## src/rtl/pipe_ctrl_pkg.sv

```systemverilog
// Shared constants, state encoding and stall decode for the pipeline sequencer.
// Stall vectors hold every stage upstream of (and including) the requesting stage.
package pipe_ctrl_pkg;

  localparam logic [5:0]  STALL_NONE = 6'b000000;
  localparam logic [5:0]  STALL_ID   = 6'b000111;
  localparam logic [5:0]  STALL_EX   = 6'b001111;
  localparam logic [5:0]  STALL_MEM  = 6'b011111;
  localparam logic [31:0] RESET_PC   = 32'h0000_0000;
  localparam logic [31:0] CYC_MAX    = 32'hFFFF_FFFF;

  typedef enum logic [1:0] {
    ST_RUN   = 2'd0,
    ST_DEFER = 2'd1,
    ST_FLUSH = 2'd2
  } state_t;

  // The deepest requesting stage wins: mem > ex > id.
  function automatic logic [5:0] stall_decode(input logic id, input logic ex, input logic mem);
    logic [5:0] v;
    v = STALL_NONE;
    if (mem)     v = STALL_MEM;
    else if (ex) v = STALL_EX;
    else if (id) v = STALL_ID;
    return v;
  endfunction

endpackage

```

## src/rtl/pipe_ctrl_if.sv

```systemverilog
// Sequencer request/response bundle: stall requests and redirects in, stall/flush controls out.
// master drives requests (pipeline stages), slave is the sequencer.
interface pipe_ctrl_if;
  logic        stallreq_id;
  logic        stallreq_ex;
  logic        stallreq_mem;
  logic        flush_req;
  logic [31:0] flush_pc;
  logic        perf_clr;
  logic [5:0]  stall;
  logic        flush;
  logic [31:0] new_pc;
  logic        stall_timeout;
  logic [31:0] stall_cycles;

  modport master (
    output stallreq_id, stallreq_ex, stallreq_mem, flush_req, flush_pc, perf_clr,
    input  stall, flush, new_pc, stall_timeout, stall_cycles
  );

  modport slave (
    input  stallreq_id, stallreq_ex, stallreq_mem, flush_req, flush_pc, perf_clr,
    output stall, flush, new_pc, stall_timeout, stall_cycles
  );
endinterface

```

## src/rtl/pipe_ctrl_stall_watchdog.sv

```systemverilog
// Counts consecutive stalled cycles; sets a sticky timeout once STALL_LIMIT is reached.
// Timeout registers on the STALL_LIMIT-th stalled edge; no backpressure, observe-only.
module pipe_ctrl_stall_watchdog #(
  parameter int STALL_LIMIT = 1024,
  parameter int CNT_W       = 10
) (
  input  logic clk,
  input  logic rst,
  input  logic active,
  input  logic clear,
  output logic timeout
);

  localparam logic [CNT_W-1:0] CNT_MAX = CNT_W'(STALL_LIMIT - 1);

  logic [CNT_W-1:0] run_cnt;

  // Counter parks at CNT_MAX so a stuck pipeline cannot wrap and hide the expiry.
  always_ff @(posedge clk or negedge rst) begin
    if (!rst) begin
      run_cnt <= '0;
      timeout <= 1'b0;
    end else if (clear || !active) begin
      run_cnt <= '0;
    end else if (run_cnt == CNT_MAX) begin
      timeout <= 1'b1;
    end else begin
      run_cnt <= run_cnt + 1'b1;
    end
  end

endmodule

```

## src/rtl/pipe_ctrl.sv

```systemverilog
// Pipeline sequencer: merges stall requests, turns redirects into a 1-cycle flush + new PC.
// Stall is combinational; flush/new_pc register one cycle after acceptance, deferred while MEM stalls.
module pipe_ctrl
  import pipe_ctrl_pkg::*;
#(
  parameter int STALL_LIMIT = 1024,
  parameter int CNT_W       = 10
) (
  input logic        clk,
  input logic        rst,
  pipe_ctrl_if.slave bus
);

  state_t      state_q, state_d;
  logic [31:0] new_pc_q, new_pc_d;
  logic [31:0] pend_pc_q, pend_pc_d;
  logic [31:0] stall_cycles_q;
  logic [5:0]  stall_vec;
  logic        flushing;

  assign flushing = (state_q == ST_FLUSH);

  // Held at zero during reset so no stage freezes on stale requests.
  always_comb begin
    stall_vec = STALL_NONE;
    if (rst && !flushing)
      stall_vec = stall_decode(bus.stallreq_id, bus.stallreq_ex, bus.stallreq_mem);
  end

  always_comb begin
    state_d   = state_q;
    new_pc_d  = new_pc_q;
    pend_pc_d = pend_pc_q;
    unique case (state_q)
      ST_RUN: begin
        if (bus.flush_req) begin
          if (bus.stallreq_mem) begin
            state_d   = ST_DEFER;
            pend_pc_d = bus.flush_pc;
          end else begin
            state_d  = ST_FLUSH;
            new_pc_d = bus.flush_pc;
          end
        end
      end
      ST_DEFER: begin
        if (bus.flush_req)
          pend_pc_d = bus.flush_pc;
        if (!bus.stallreq_mem) begin
          state_d  = ST_FLUSH;
          new_pc_d = bus.flush_req ? bus.flush_pc : pend_pc_q;
        end
      end
      ST_FLUSH: begin
        if (bus.flush_req) begin
          state_d  = ST_FLUSH;
          new_pc_d = bus.flush_pc;
        end else begin
          state_d = ST_RUN;
        end
      end
      default: state_d = ST_RUN;
    endcase
  end

  always_ff @(posedge clk or negedge rst) begin
    if (!rst) begin
      state_q   <= ST_RUN;
      new_pc_q  <= RESET_PC;
      pend_pc_q <= RESET_PC;
    end else begin
      state_q   <= state_d;
      new_pc_q  <= new_pc_d;
      pend_pc_q <= pend_pc_d;
    end
  end

  always_ff @(posedge clk or negedge rst) begin
    if (!rst)
      stall_cycles_q <= '0;
    else if (bus.perf_clr)
      stall_cycles_q <= '0;
    else if (stall_vec[0] && (stall_cycles_q != CYC_MAX))
      stall_cycles_q <= stall_cycles_q + 32'd1;
  end

  pipe_ctrl_stall_watchdog #(
    .STALL_LIMIT (STALL_LIMIT),
    .CNT_W       (CNT_W)
  ) u_watchdog (
    .clk     (clk),
    .rst     (rst),
    .active  (stall_vec != STALL_NONE),
    .clear   (flushing),
    .timeout (bus.stall_timeout)
  );

  assign bus.stall        = stall_vec;
  assign bus.flush        = flushing;
  assign bus.new_pc       = new_pc_q;
  assign bus.stall_cycles = stall_cycles_q;

endmodule

```

## src/flat_wrapper.sv

```systemverilog
// flat-port wrapper written by rule: the top's interface ports become plain ports
module pipe_ctrl_flat import pipe_ctrl_pkg::*;
#(
  parameter int STALL_LIMIT = 1024,
  parameter int CNT_W       = 10
)
  (clk, rst, bus_stallreq_id, bus_stallreq_ex, bus_stallreq_mem, bus_flush_req, bus_flush_pc, bus_perf_clr, bus_stall, bus_flush, bus_new_pc, bus_stall_timeout, bus_stall_cycles);
  pipe_ctrl_if bus_i ();
  input logic clk;
  input logic rst;
  input wire logic [$bits(bus_i.stallreq_id)-1:0] bus_stallreq_id;
  input wire logic [$bits(bus_i.stallreq_ex)-1:0] bus_stallreq_ex;
  input wire logic [$bits(bus_i.stallreq_mem)-1:0] bus_stallreq_mem;
  input wire logic [$bits(bus_i.flush_req)-1:0] bus_flush_req;
  input wire logic [$bits(bus_i.flush_pc)-1:0] bus_flush_pc;
  input wire logic [$bits(bus_i.perf_clr)-1:0] bus_perf_clr;
  output wire logic [$bits(bus_i.stall)-1:0] bus_stall;
  output wire logic [$bits(bus_i.flush)-1:0] bus_flush;
  output wire logic [$bits(bus_i.new_pc)-1:0] bus_new_pc;
  output wire logic [$bits(bus_i.stall_timeout)-1:0] bus_stall_timeout;
  output wire logic [$bits(bus_i.stall_cycles)-1:0] bus_stall_cycles;
  assign bus_i.stallreq_id = bus_stallreq_id;
  assign bus_i.stallreq_ex = bus_stallreq_ex;
  assign bus_i.stallreq_mem = bus_stallreq_mem;
  assign bus_i.flush_req = bus_flush_req;
  assign bus_i.flush_pc = bus_flush_pc;
  assign bus_i.perf_clr = bus_perf_clr;
  assign bus_stall = bus_i.stall;
  assign bus_flush = bus_i.flush;
  assign bus_new_pc = bus_i.new_pc;
  assign bus_stall_timeout = bus_i.stall_timeout;
  assign bus_stall_cycles = bus_i.stall_cycles;
  pipe_ctrl #(.STALL_LIMIT(STALL_LIMIT), .CNT_W(CNT_W)) u_core (.clk(clk), .rst(rst), .bus(bus_i));
endmodule
```

## config.mk

```make
export PLATFORM = sky130hd
export DESIGN_NAME = pipe_ctrl_flat
export DESIGN_NICKNAME = d
export VERILOG_FILES = /design/src/rtl/pipe_ctrl_pkg.sv /design/src/rtl/pipe_ctrl_if.sv /design/src/rtl/pipe_ctrl_stall_watchdog.sv /design/src/rtl/pipe_ctrl.sv /design/src/flat_wrapper.sv
export SDC_FILE = /design/constraint.sdc
export NUM_CORES = 1
export LEC_CHECK = 0
export ABC_AREA = 1
export BUFFER_PORTS_ARGS = -buffer_cell sky130_fd_sc_hd__buf_2
export CORE_MARGIN = 4
export CORE_UTILIZATION = 50
export CTS_BUF_LIST = sky130_fd_sc_hd__clkbuf_8
export CTS_CLUSTER_SIZE = 20
export DETAILED_ROUTE_END_ITERATION = 6
export PLACE_DENSITY = 0.73
export SKIP_LAST_GASP = 1
export SLEW_MARGIN = 20
export SYNTH_ARGS = -nofsm -noshare
export SYNTH_HDL_FRONTEND = slang
export SYNTH_SLANG_ARGS = --single-unit
```

## constraint.sdc

```tcl
create_clock -name clk -period 2.27 [get_ports clk]
set_input_delay 0.1135 -clock clk [delete_from_list [all_inputs] [get_ports clk]]
set_output_delay 0.1135 -clock clk [all_outputs]
set_load 0.05 [all_outputs]
```

# Yosys cells after proc, flatten, opt, wreduce, memory -nomap -nowiden
# Cells that the tools add are included.
# totals
register_bits,109
inputBits,39
word_cells,55
# classes
addsub,2
n_eq_ne,10
n_mux,22
bitwise,1
reduce_logical,14
# ops
op,count
2-to-1 mux 32 bit,9
case mux 32 bit (3 select lines),1
case mux 32 bit (2 select lines),1
"adder 32 x 1 -> 32 bit, second input constant",1
"!= test 32 bit, second input constant",1
2-to-1 mux 10 bit,2
2-to-1 mux 6 bit,3
"!= test 2 bit, second input constant",6
"adder 10 x 1 -> 10 bit, second input constant",1
"equality test 10 bit, second input constant",1
2-to-1 mux 2 bit,4
case mux 2 bit (3 select lines),1
nonzero test 6 bit,1
AND reduction 5 bit,1
AND reduction 2 bit,2
nonzero test 2 bit,2
2-to-1 mux 3 bit,1
AND reduction 3 bit,1
nonzero test 3 bit,1
"equality test 2 x 1 -> 1 bit, second input constant",1
"equality test 2 bit, second input constant",1
logical AND 1 bit,2
logical NOT 1 bit,2
logical NOT 2 bit,1
2 further kinds,2

# Logic depth before layout (Yosys ltp)
# logic_depth
ltp_word,9
ltp_mapped,13
ltp_nobuf,11

# Hierarchy
# From an unflattened synthesis, not the netlist that was laid out.
# hier_totals
hier_cells,801
area_unflattened_um2,5780.5
# by_module_without_submodules
module,n_inst,cells_each,area_per_inst_um2,seq_area_each_um2
pipe_ctrl,1,713,5132.4,2452.4
pipe_ctrl_stall_watchdog,1,88,648.1,275.3

# Least setup slack after synthesis
# No wires, ideal clock.
# synth_path
path_type,register to register
startpoint,register u_core.stall_cycles_q[1] (netlist: u_core.bus.stall_cycles[1])
endpoint,register u_core.stall_cycles_q[8] (netlist: u_core.bus.stall_cycles[8])
setup_time_ns,0.066
arrival_ns,2.023
path_slack_ns,0.182
path_stages_with_launch,14
path_cell_list,dfrtp_1 > ha_1 > nand2_1 > nor2_4 > nand2_4 > nor2_4 > nand2_2 > nand2_2 > nand2_2 > inv_2 > buf_6 > buf_6 > nand2_1 > nand2_1
# synth_between
elab_chain_len,3
# synth_lines
item,line,source
from (decl),pipe_ctrl.sv:17,logic [31:0] stall_cycles_q;
from (signal assigned),pipe_ctrl.sv:84,stall_cycles_q <= stall_cycles_q + 32'd1;
adder 32 x 1 -> 32 bit or != test 32 bit (tied branches),"pipe_ctrl.sv:84, pipe_ctrl.sv:83",
2-to-1 mux 32 bit or logical AND 1 bit (tied branches),pipe_ctrl.sv:83,else if (stall_vec[0] && (stall_cycles_q != CYC_MAX))
2-to-1 mux 32 bit or nonzero test 2 bit (tied branches),-,
# Parallel ways exist; a longest one is shown, timed or not. The select of a mux whose other input is x is not followed.
# A chain may end at the register's enable or synchronous reset.

# Worst setup path after layout
# layout_path
startpoint,register u_core.stall_cycles_q[1] (netlist: u_core.bus.stall_cycles[1])
endpoint,register u_core.stall_cycles_q[30] (netlist: u_core.bus.stall_cycles[30])
# Same word-level chain as after synthesis.

==> reports/results.ini <==
[setup_path]
cp.arrival_ps = 2230
timing.critical_path.mode_cell = sky130_fd_sc_hd__nand2_1
crit_path_end_kind = flip-flop
timing.critical_path.cells = ha_1, nand2_1, nor2_4, buf_4, nand2_1, nor2_1, nand3_1, nand4_1, nand2_1
critPathBufInv = 1
worst_setup_path_start_kind = flip-flop
cp_slowest_stage_delay_ps = 450
timing.critical_path.slowest_stage_cell = sky130_fd_sc_hd__nor2_1
cp_top_family = simple AND/OR/NAND/NOR gates
cp_max_fo = 6
critical_path_required_ps = 2540
worst-setup-path-type = flip-flop to flip-flop

[die]
design.die.area_um2 = 13100
placeableCoreArea_um2 = 10900
std_cell_rows = 38
initial_utilization_pct = 51.7
number_of_i_o_pins = 111
die_height_um = 114
die_w_um = 114

[place]
place_ws_ps = 171
portBuffers = 109
gp_congestion = 0.942
detailed_place_hpwl_mm = 9.66
placed_cells = 1007

[clock_network]
cts_buffers = 9
clockBufferDepth = 2
post-cts-setup-buffer-count = 0
tritoncts_clock_tree = built
ctsRootBufferMaster = sky130_fd_sc_hd__clkbuf_8
number_of_h_tree_levels = 3
cts_num_sinks = 109
cts.clk_slew.worst_paths_ps = 110
worstSkewPairLatency_ps = 370

[sta]
timing_hold_violations_final = 0
timing.final.crit_period_ps = 1960
maxSlewHeadroom_pct = 48.3
rsz0062_at_grt = no
fmaxAchievable_mhz = 510
finalSetupTns_ps = 0
post_route_worst_setup_slack_ps = 310
timing_worst_slew_pin_value_ps = 775
hold-worst-slack_ps = 81.2
period_share_pct = 86.4
report.final.slew_viol_count = 0
fin_worst_skew_ps = 11.7
finalSetupViolCount = 0

[flow_run]
max_cap_violations = 0

[global_routing]
grt_pass1_wl_mm = 22.6
use_met2_pct = 33.9
globalRoute.totalOverflow = 0
use_met1_pct = 29.4
antenna_found_initial = 0
number_of_global_route_vias_before_repair = 4830
grt_max_degree = 88
busiest_layer = met2
grt_use_met3_pct = 4.33
globalRouteTotalUtil_pct = 21.3

[cells_and_area]
n_antenna_cell = 0
multiInputGateArea_um2 = 2400
seqCellArea_um2 = 2730
synthToLayoutAreaGrowth_pct = 16.6
finish.cell_count_without_fillers = 1025
nFillCells = 1056
post-route-util_pct = 60.3
drive_gt1_share_pct = 17.4
finalNetCount = 921

[detailed_routing]
wl_mm = 13.6
drt-pass1-iter-count = 6
ant_nets = 0
wl_per_cell_um = 13.2
drc = 0
detailedRoute.firstIterationViolations = 462
via_count = 5164
vias_per_cell = 5.04

[synth]
area_of_the_mapped_netlist_um2 = 5650
synth_seq_area_share_pct = 48.3
post_synth_main_area_contributors = sky130_fd_sc_hd__dfrtp_1, sky130_fd_sc_hd__nand2_1, sky130_fd_sc_hd__o21ai_0, sky130_fd_sc_hd__inv_1, sky130_fd_sc_hd__nor2_1
synth_cells = 776
mappedNetlistNets = 817
synth_top_cell_area_share_pct = 48.3
post_synth.cell_area_avg_um2 = 7.28
number_of_enable_flip_flop_cells_after_synthesis = 0
netlist-cell-type-count = 28
yosysWarningCount = 0
ys_dominant_reg_cell = sky130_fd_sc_hd__dfrtp_1
post-synth-top-area-cell = sky130_fd_sc_hd__dfrtp_1
ys_seq_elements = 109
synthTopCellsByCount = sky130_fd_sc_hd__nand2_1, sky130_fd_sc_hd__dfrtp_1, sky130_fd_sc_hd__o21ai_0
ys_async_sr_fraction_pct = 100
synth.most_common_cell = sky130_fd_sc_hd__nand2_1

[power]
switchingPower_mw = 2.14
pwr-share-clk_pct = 23.0
share_seq_of_total_power_pct = 46.0
maximum_resistive_drop_on_vdd_mv = 0.603
cellLeakagePower_nw = 3.38
comb_power_share_pct = 31.0
power.density_cell_area_nw_per_um2 = 816
internal_power_mw = 3.24
sw_frac_of_total_pct = 39.7

[min_path]
timing.hold.worst.class = primary input to flip-flop

[status]
outcome = complete, no violations

## routing by layer
layer / vias to the layer above / part of all wire (%)
li1: 2604 / -
met3: 28 / 6.6
met4: 0 / 2.1
met5: - / 0
met2: 163 / 46
met1: 2369 / 46
## kinds of logic (layout without fill, tap and decap cells)
kind of cell / Yosys count / in the layout / share of synthesized area, %
XOR/XNOR: 13 / 13 / 2.02
other: 1 / 1 / 0.0664
AO/OA/AOI/OAI: 123 / 123 / 11.1
adder cells (fa/ha/maj): 2 / 2 / 0.443
AND/OR/NAND/NOR: 393 / 393 / 28.6
flip-flops: 109 / 109 / 48.3
buffers and inverters: 135 / 244 / 9.52
## power by group through the flow
stage	Combinational [mW]	Sequential [mW]	Clock, mW
after floorplan	0.606	3.12	0
after global placement	1.64	2.49	0
after detailed placement	1.68	2.50	0
after CTS	1.69	2.48	1.28
after global routing	1.83	2.52	1.35
final	1.67	2.47	1.24
## area by class of cell
type,count,area share (%)
flip-flops and latches,109,41.4
multi-input cells,532,36.4
clock inverters,6,1.10
clock buffers,10,2.09
inverters,103,5.87
well taps,140,2.66
repair buffers,125,10.5
## state kept, by name, summed over array words and instances, names as in the netlist
signal / flops
u_core.bus.stall_cycles: 32
u_core.state_q: 2
u_core.u_watchdog.timeout: 1
u_core.pend_pc_q: 32
u_core.bus.new_pc: 32
u_core.u_watchdog.run_cnt: 10
## layout by cell type (no fill, tap or decap), types with 2 or more instances in the layout
master                          instances
sky130_fd_sc_hd__nand2_1              260
sky130_fd_sc_hd__dfrtp_1              109
sky130_fd_sc_hd__buf_2                108
sky130_fd_sc_hd__o21ai_0              107
sky130_fd_sc_hd__inv_1                103
sky130_fd_sc_hd__nor2_1                67
sky130_fd_sc_hd__nand3_1               34
sky130_fd_sc_hd__buf_4                 13
sky130_fd_sc_hd__nand4_1               11
sky130_fd_sc_hd__a21oi_1               10
sky130_fd_sc_hd__xor2_1                10
sky130_fd_sc_hd__clkbuf_8              10
sky130_fd_sc_hd__nor3_1                 6
sky130_fd_sc_hd__nor2_4                 4
sky130_fd_sc_hd__nand2_2                4
sky130_fd_sc_hd__nor2_2                 3
sky130_fd_sc_hd__o21bai_1               3
sky130_fd_sc_hd__xnor2_1                3
sky130_fd_sc_hd__ha_1                   2
sky130_fd_sc_hd__dlygate4sd3_1          2
## stage by stage
stage | total power [mW] | instance area, µm²
after detailed placement | 4.18 | 6350
after global placement | 4.14 | 6350
after CTS | 5.44 | 6580
final | 5.38 | 6590
after global routing | 5.70 | 6590
after floorplan | 3.72 | 5650
## path summary, 6_finish.rpt
path / from / endpoint / slack (ps) / cells after the start
max reg2reg: u_core.bus.stall_cycles[1] / u_core.bus.stall_cycles[30] / 310 / 9
min in group asynchronous: rst / u_core.u_watchdog.run_cnt[9] / 270 / 3
max in group asynchronous: rst / u_core.pend_pc_q[17] / 920 / 4
min: bus_stallreq_mem / u_core.state_q[0] / 80 / 3
max: u_core.bus.stall_cycles[1] / u_core.bus.stall_cycles[30] / 310 / 9
min reg2reg: u_core.u_watchdog.timeout / u_core.u_watchdog.timeout / 480 / 2
## tightest hold or removal path, stage by stage
cell and delay [ps]:
sky130_fd_sc_hd__buf_2 110, sky130_fd_sc_hd__inv_1 90, sky130_fd_sc_hd__o21ai_0 100
## what timing repair did
| action | in CTS | in global routing |
|---|---|---|
| setup endpoints to repair | 0 | 12 |
| hold buffers | 2 | 0 |
| endpoints found under the hold margin | 23 | 0 |
| resized for setup | 0 | 1 |
No activity file was read; power rests on OpenSTA's default activity.
